## config.mk

```make
export PLATFORM = sky130hd
export DESIGN_NAME = register_file_flat
export DESIGN_NICKNAME = d
export VERILOG_FILES = /design/src/rtl/register_file_pkg.sv /design/src/rtl/register_file_if.sv /design/src/rtl/register_file_read_port.sv /design/src/rtl/register_file.sv /design/src/flat_wrapper.sv
export SDC_FILE = /design/constraint.sdc
export NUM_CORES = 1
export LEC_CHECK = 0
export CORE_UTILIZATION = 58
export CTS_CLUSTER_DIAMETER = 40
export DETAILED_ROUTE_END_ITERATION = 16
export PLACE_DENSITY = 0.88
export RECOVER_POWER = 100
export SLEW_MARGIN = 40
export SYNTH_ARGS = -nofsm -noshare
export SYNTH_HDL_FRONTEND = slang
export SYNTH_HIERARCHICAL = 1
export SYNTH_SLANG_ARGS = --single-unit
export TNS_END_PERCENT = 100
```

## constraint.sdc

```tcl
create_clock -name clk -period 3.3 [get_ports clk]
set_input_delay 0.495 -clock clk [delete_from_list [all_inputs] [get_ports clk]]
set_output_delay 0.495 -clock clk [all_outputs]
set_load 0.01 [all_outputs]
```

## src/rtl/register_file_pkg.sv

```systemverilog
// Shared datapath sizing for the register file, decode and ALU.
// It also holds the register word type and the reset value.
package register_file_pkg;

  localparam int DATA_WIDTH = 8;
  localparam int ADDR_WIDTH = 3;
  localparam int NUM_REGS   = 2 ** ADDR_WIDTH;

  typedef logic [DATA_WIDTH-1:0] data_t;
  typedef logic [ADDR_WIDTH-1:0] addr_t;

  localparam data_t DATA_ZERO = {DATA_WIDTH{1'b0}};

endpackage

```

## src/rtl/register_file_if.sv

```systemverilog
// Register file access bus: one write port and two read ports.
// Decode and writeback drive the master side. The register file is the slave.
interface register_file_if;
  import register_file_pkg::*;

  logic  write_enable;
  addr_t write_reg;
  data_t write_data;
  addr_t read_reg1;
  addr_t read_reg2;
  data_t read_data1;
  data_t read_data2;

  modport master (
    output write_enable, write_reg, write_data, read_reg1, read_reg2,
    input  read_data1, read_data2
  );

  modport slave (
    input  write_enable, write_reg, write_data, read_reg1, read_reg2,
    output read_data1, read_data2
  );

endinterface

```

## src/rtl/register_file_read_port.sv

```systemverilog
// Combinational read mux that selects one register word by its address.
// No bypass is applied, so a same-cycle write shows up only after the clock edge.
module register_file_read_port
  import register_file_pkg::*;
(
  input  data_t regs_i [NUM_REGS],
  input  addr_t addr_i,
  output data_t data_o
);

  assign data_o = regs_i[addr_i];

endmodule

```

## src/rtl/register_file.sv

```systemverilog
// An 8 x 8 general-purpose register file with two asynchronous read ports and one write port.
// Reset is synchronous and takes priority over a write on the same edge. Register 0 can be written.
module register_file
  import register_file_pkg::*;
(
  input logic           clk,
  input logic           reset,
  register_file_if.slave bus
);

  data_t regs_q [NUM_REGS];
  data_t regs_d [NUM_REGS];

  // Next-state logic: apply the write when it is enabled.
  always_comb begin
    regs_d = regs_q;
    if (bus.write_enable) begin
      regs_d[bus.write_reg] = bus.write_data;
    end else begin
      regs_d = regs_q;
    end
  end

  // State register: reset clears every register and overrides any write on that edge.
  always_ff @(posedge clk) begin
    if (reset) begin
      for (int i = 0; i < NUM_REGS; i++) begin
        regs_q[i] <= DATA_ZERO;
      end
    end else begin
      regs_q <= regs_d;
    end
  end

  register_file_read_port u_read_port1 (
    .regs_i (regs_q),
    .addr_i (bus.read_reg1),
    .data_o (bus.read_data1)
  );

  register_file_read_port u_read_port2 (
    .regs_i (regs_q),
    .addr_i (bus.read_reg2),
    .data_o (bus.read_data2)
  );

endmodule

```

## src/flat_wrapper.sv

```systemverilog
// flat-port wrapper written by rule: the top's interface ports become plain ports
module register_file_flat import register_file_pkg::*;
  (clk, reset, bus_write_enable, bus_write_reg, bus_write_data, bus_read_reg1, bus_read_reg2, bus_read_data1, bus_read_data2);
  register_file_if bus_i ();
  input logic clk;
  input logic reset;
  input wire logic [$bits(bus_i.write_enable)-1:0] bus_write_enable;
  input wire logic [$bits(bus_i.write_reg)-1:0] bus_write_reg;
  input wire logic [$bits(bus_i.write_data)-1:0] bus_write_data;
  input wire logic [$bits(bus_i.read_reg1)-1:0] bus_read_reg1;
  input wire logic [$bits(bus_i.read_reg2)-1:0] bus_read_reg2;
  output wire logic [$bits(bus_i.read_data1)-1:0] bus_read_data1;
  output wire logic [$bits(bus_i.read_data2)-1:0] bus_read_data2;
  assign bus_i.write_enable = bus_write_enable;
  assign bus_i.write_reg = bus_write_reg;
  assign bus_i.write_data = bus_write_data;
  assign bus_i.read_reg1 = bus_read_reg1;
  assign bus_i.read_reg2 = bus_read_reg2;
  assign bus_read_data1 = bus_i.read_data1;
  assign bus_read_data2 = bus_i.read_data2;
  register_file u_core (.clk(clk), .reset(reset), .bus(bus_i));
endmodule
```

; Word level (Yosys, flattened, before mapping)
; Cells that the tools add are included.
[classes]
magnitude_cmp = 4
mux = 9
n_bitwise = 3
reduce_logical = 1
[ops]
columns = cell, n
row1 = $bwmux W64, 1
row2 = $bmux W8 S3, 2
row3 = $mux W8, 5
row4 = $demux W8 S3, 1
row5 = $ge A4 B4 Y1 const B, 3
row6 = $not A3 Y4, 3
row7 = $lt A4 B1 Y1 const B, 1
row8 = $logic_and A1 B1 Y1, 1
[totals]
register_bits = 64
inputBits = 20
output_inout_bits = 16
wordCells = 25

; Longest topological paths before layout
[logic_depth]
word_depth = 6
depth_mapped = 4
depth_no_buf = 2

; Modules after synthesis
; The synthesis kept the hierarchy.
[modules_own_cells]
columns = mod, n_inst, cells_per_inst, area_each_um2, seq_area_each_um2
row1 = register_file, 1, 236, 2602.5, 1281.2
row2 = register_file_read_port, 2, 29, 550.5, 0.0

; Least setup slack after synthesis
; OpenSTA, ideal clock, no wires.
[synth_timing]
path_kind = input port to output port
start = input port bus_read_reg1[0]
end = output port bus_read_data1[0]
arrival_time_ps = 1558
required_ps = 2805
setup_slack_ps = 1247
path_stages = 4
n_path_buf = 2
cell_sequence = buf_6 > buf_12 > mux4_1 > mux2_2
[synth_between]
elab_chain_len = 4
[synth_lines]
columns = element, line_no
row1 = start: declaration, flat_wrapper.sv:10  ; input wire logic [$bits(bus_i.read_reg1)-1:0] bus_read_reg1;
row2 = $not A3 Y4 (not written as such), register_file_read_port.sv:11  ; assign data_o = regs_i[addr_i];
row3 = $bmux W8 S3, register_file_read_port.sv:11
row4 = $mux W8 (not written as such) (2 in series), register_file_read_port.sv:11
row5 = end: declaration, flat_wrapper.sv:12  ; output wire logic [$bits(bus_i.read_data1)-1:0] bus_read_data1;
; No other way between the ends. The select of a mux whose other input is x is not followed.

; Final worst setup path
[layout_timing]
start = input port bus_read_reg1[0]
end = output port bus_read_data1[3]
; The elaborated chain is that of the path after synthesis.

==> impl_metrics.tcl <==
set metrics [dict create \
    setup_tns_ns 0 \
    drv_slew 0 \
    clk_path_buf_depth 2 \
    die_y_um 81.9 \
    fmax_mhz 318 \
    netlist_area_um2 3700 \
    drt-total-wl_mm 7.82 \
    slew_headroom 0.480 \
    critPathKind "in -> out" \
    overflow 0 \
    num_vias 2418 \
    hpwlAfterDp_mm 5.05 \
    via_per_inst 6.17 \
    switching_share 0.239 \
    port_buffers 35 \
    final_nets 332 \
    clk_pin_slew_worst_paths_ns 0.06 \
    cts_resized 0 \
    die_w_um 81.9 \
    leakagePower_uw 0.00200 \
    met3_usage 0.0633 \
    largest_register_ffs 64 \
    slowest_stage "dlygate4sd3_1" \
    p_clk_frac 0.413 \
    reg2reg_depth 2 \
    grt_use_met1 0.326 \
    ys_ff_latch 64 \
    layout-drive-gt1-share 0.139 \
    power_density_nw_per_um2 398 \
    dp_cells 376 \
    r2r_setup_slack_ns 2.65 \
    root_buffer "clkbuf_8" \
    busiest_layer "met2" \
    timing.hold.ws_ns 0.488 \
    hold_path_end "u_core/regs_q[36]" \
    cts_sinks 64 \
    avgSynthCellArea_um2 12.6 \
    rows 28 \
    coreArea_um2 6030 \
    met2_usage 0.428 \
    path_cells "clkdlybuf4s50_1 > buf_12 > mux4_1 > mux2_2 > dlygate4sd3_1" \
    critPathMaxFanout 16 \
    regMostFlops "u_core/regs_q" \
    hold_violations 0 \
    worst_setup_path_start_kind "primary input" \
    cp-end-kind "output port" \
    insertion_delay_ns 0.34 \
    dr.pass1.iters 4 \
    cts_tree "built" \
    grt_start_max_net_pins 56 \
    fillers 441 \
    synth.distinct_cells 18 \
    post-cts-setup-buffers 0 \
    wl_per_cell_um 19.9 \
    antennaDiodeCount 0 \
    r2r_start "u_core/regs_q[15]" \
    min-delay-start "u_core/regs_q[36]" \
    reg_top3 "u_core/regs_q (64)" \
    status "finished, final reports clean" \
    dieArea_um2 6710 \
    ys_seq_area_frac 0.346 \
    max_cap_violations 0 \
    power_uw 1680 \
    holdPathStages 2 \
    path_delay_family "buffers and inverters" \
    hold_path_class "reg -> reg" \
    grt_pass1_wl_mm 12.5 \
    synth_top_area_frac 0.346 \
    synth.net_count 314 \
    cts_hold_buf 0 \
    cp.buffers_inverters 3 \
    fin_skew_ns 0 \
    period_needed_ns 3.14 \
    fin_cells 392 \
    p_int_uw 1280 \
    rr_endpoint "u_core/regs_q[15]" \
    grt_use_total 0.262 \
    worst_pin_slew_ns 0.777 \
    fin_crit_sh 0.952 \
    areaGrowthSynthToFinish_pct 14.1 \
    synth_top_area_cell "dfxtp_1" \
    p_comb_frac 0.111 \
    h-tree-depth 3 \
    worstPathRequired_ns 2.80 \
    mostFrequentLayoutCells "nand2b_1 (72), mux2i_1 (64), dfxtp_1 (64), mux4_1 (30), clkdlybuf4s50_1 (25)" \
    setup_violations 0 \
    rsz0062_at_grt "no" \
    numCtsBuffers 9 \
    drt-initial-drc-count 124 \
    p_sw_uw 402 \
    utilization 0.701 \
    pwr-share-seq 0.477 \
    cpPeakStageDelay_ns 0.60 \
    cp.arrival_ns 2.65 \
    drc 0 \
    start_util 0.615 \
    peakVddDrop_mv 0.362 \
    num_io_pins 36 \
    grt_antenna_before_repair 0 \
    ant_nets 0 \
    gp_congestion 0.747 \
    syn_inst 294 \
    layout_commonest_cell "nand2b_1" \
    ys_top_cells_by_area "dfxtp_1 (35%), mux4_1 (21%), mux2i_1 (17%)" \
    yosys_warnings 6 \
    grt_pass1_vias 2522 \
]
cell type report:
class	instances	area [µm²]	area share
timing repair buffer	43	433	0.102
tap	75	93.8	0.0222
clock buffer	11	151	0.0358
multi-input combinational	194	2210	0.523
sequential	64	1280	0.303
clock inverter	5	55.1	0.0130
metal layers:
layer | routed length (µm) | vias up
li1 | - | 1120
met1 | 3390 | 1202
met2 | 3820 | 76
met3 | 400 | 20
met4 | 206 | 0
met5 | 0 | -
power by group through the flow:
stage	Sequential [µW]	Combinational, µW	Clock, µW
after floorplan	814	134	0
final	801	186	694
after CTS	801	191	709
after global placement	817	185	0
after global routing	803	198	745
after detailed placement	818	189	0
worst min-delay path, cell delays in order, from the launching register on:
cell and delay [ns]:
dfxtp_1 0.32, nand2b_1 0.07, mux2i_1 0.06
how the worst max path moves through the flow:
stage	startpoint	cells after the start	slack, ns	to
final	bus_read_reg1[0]	5	0.16	bus_read_data1[3]
after global routing	bus_read_reg2[0]	5	0.10	bus_read_data2[2]
after CTS	bus_read_reg1[0]	5	0.25	bus_read_data1[7]
after detailed placement	bus_read_reg2[0]	5	0.26	bus_read_data2[1]
after global placement	bus_read_reg2[0]	5	0.29	bus_read_data2[7]
after floorplan	bus_read_reg1[0]	4	1.25	bus_read_data1[0]
per-stage QoR:
stage	area, µm²	worst slack, ns
floorplan	3700	1.25
global placement	4030	0.287
detailed placement	4030	0.255
CTS	4240	0.250
global route	4220	0.104
finish	4220	0.159
cell usage after synthesis:
cell       number
nand2b_1       72
dfxtp_1        64
mux2i_1        64
mux4_1         30
mux2_2         16
clkbuf_1       15
buf_2           9
buf_1           5
buf_6           4
nand4b_1        3
nand4bb_1       3
buf_12          2
mux4_2          2
buf_4           1
nand4_1         1
nor4b_2         1
nor4bb_1        1
or4b_4          1
cells by family (layout without fill, tap and decap cells):
group	after synthesis	after routing	share of synthesized area
multiplexers	112	112	0.447
buffers and inverters	36	59	0.0574
AND/OR/NAND/NOR	82	82	0.150
flip-flops	64	64	0.346
No activity file was read; power rests on OpenSTA's default activity.
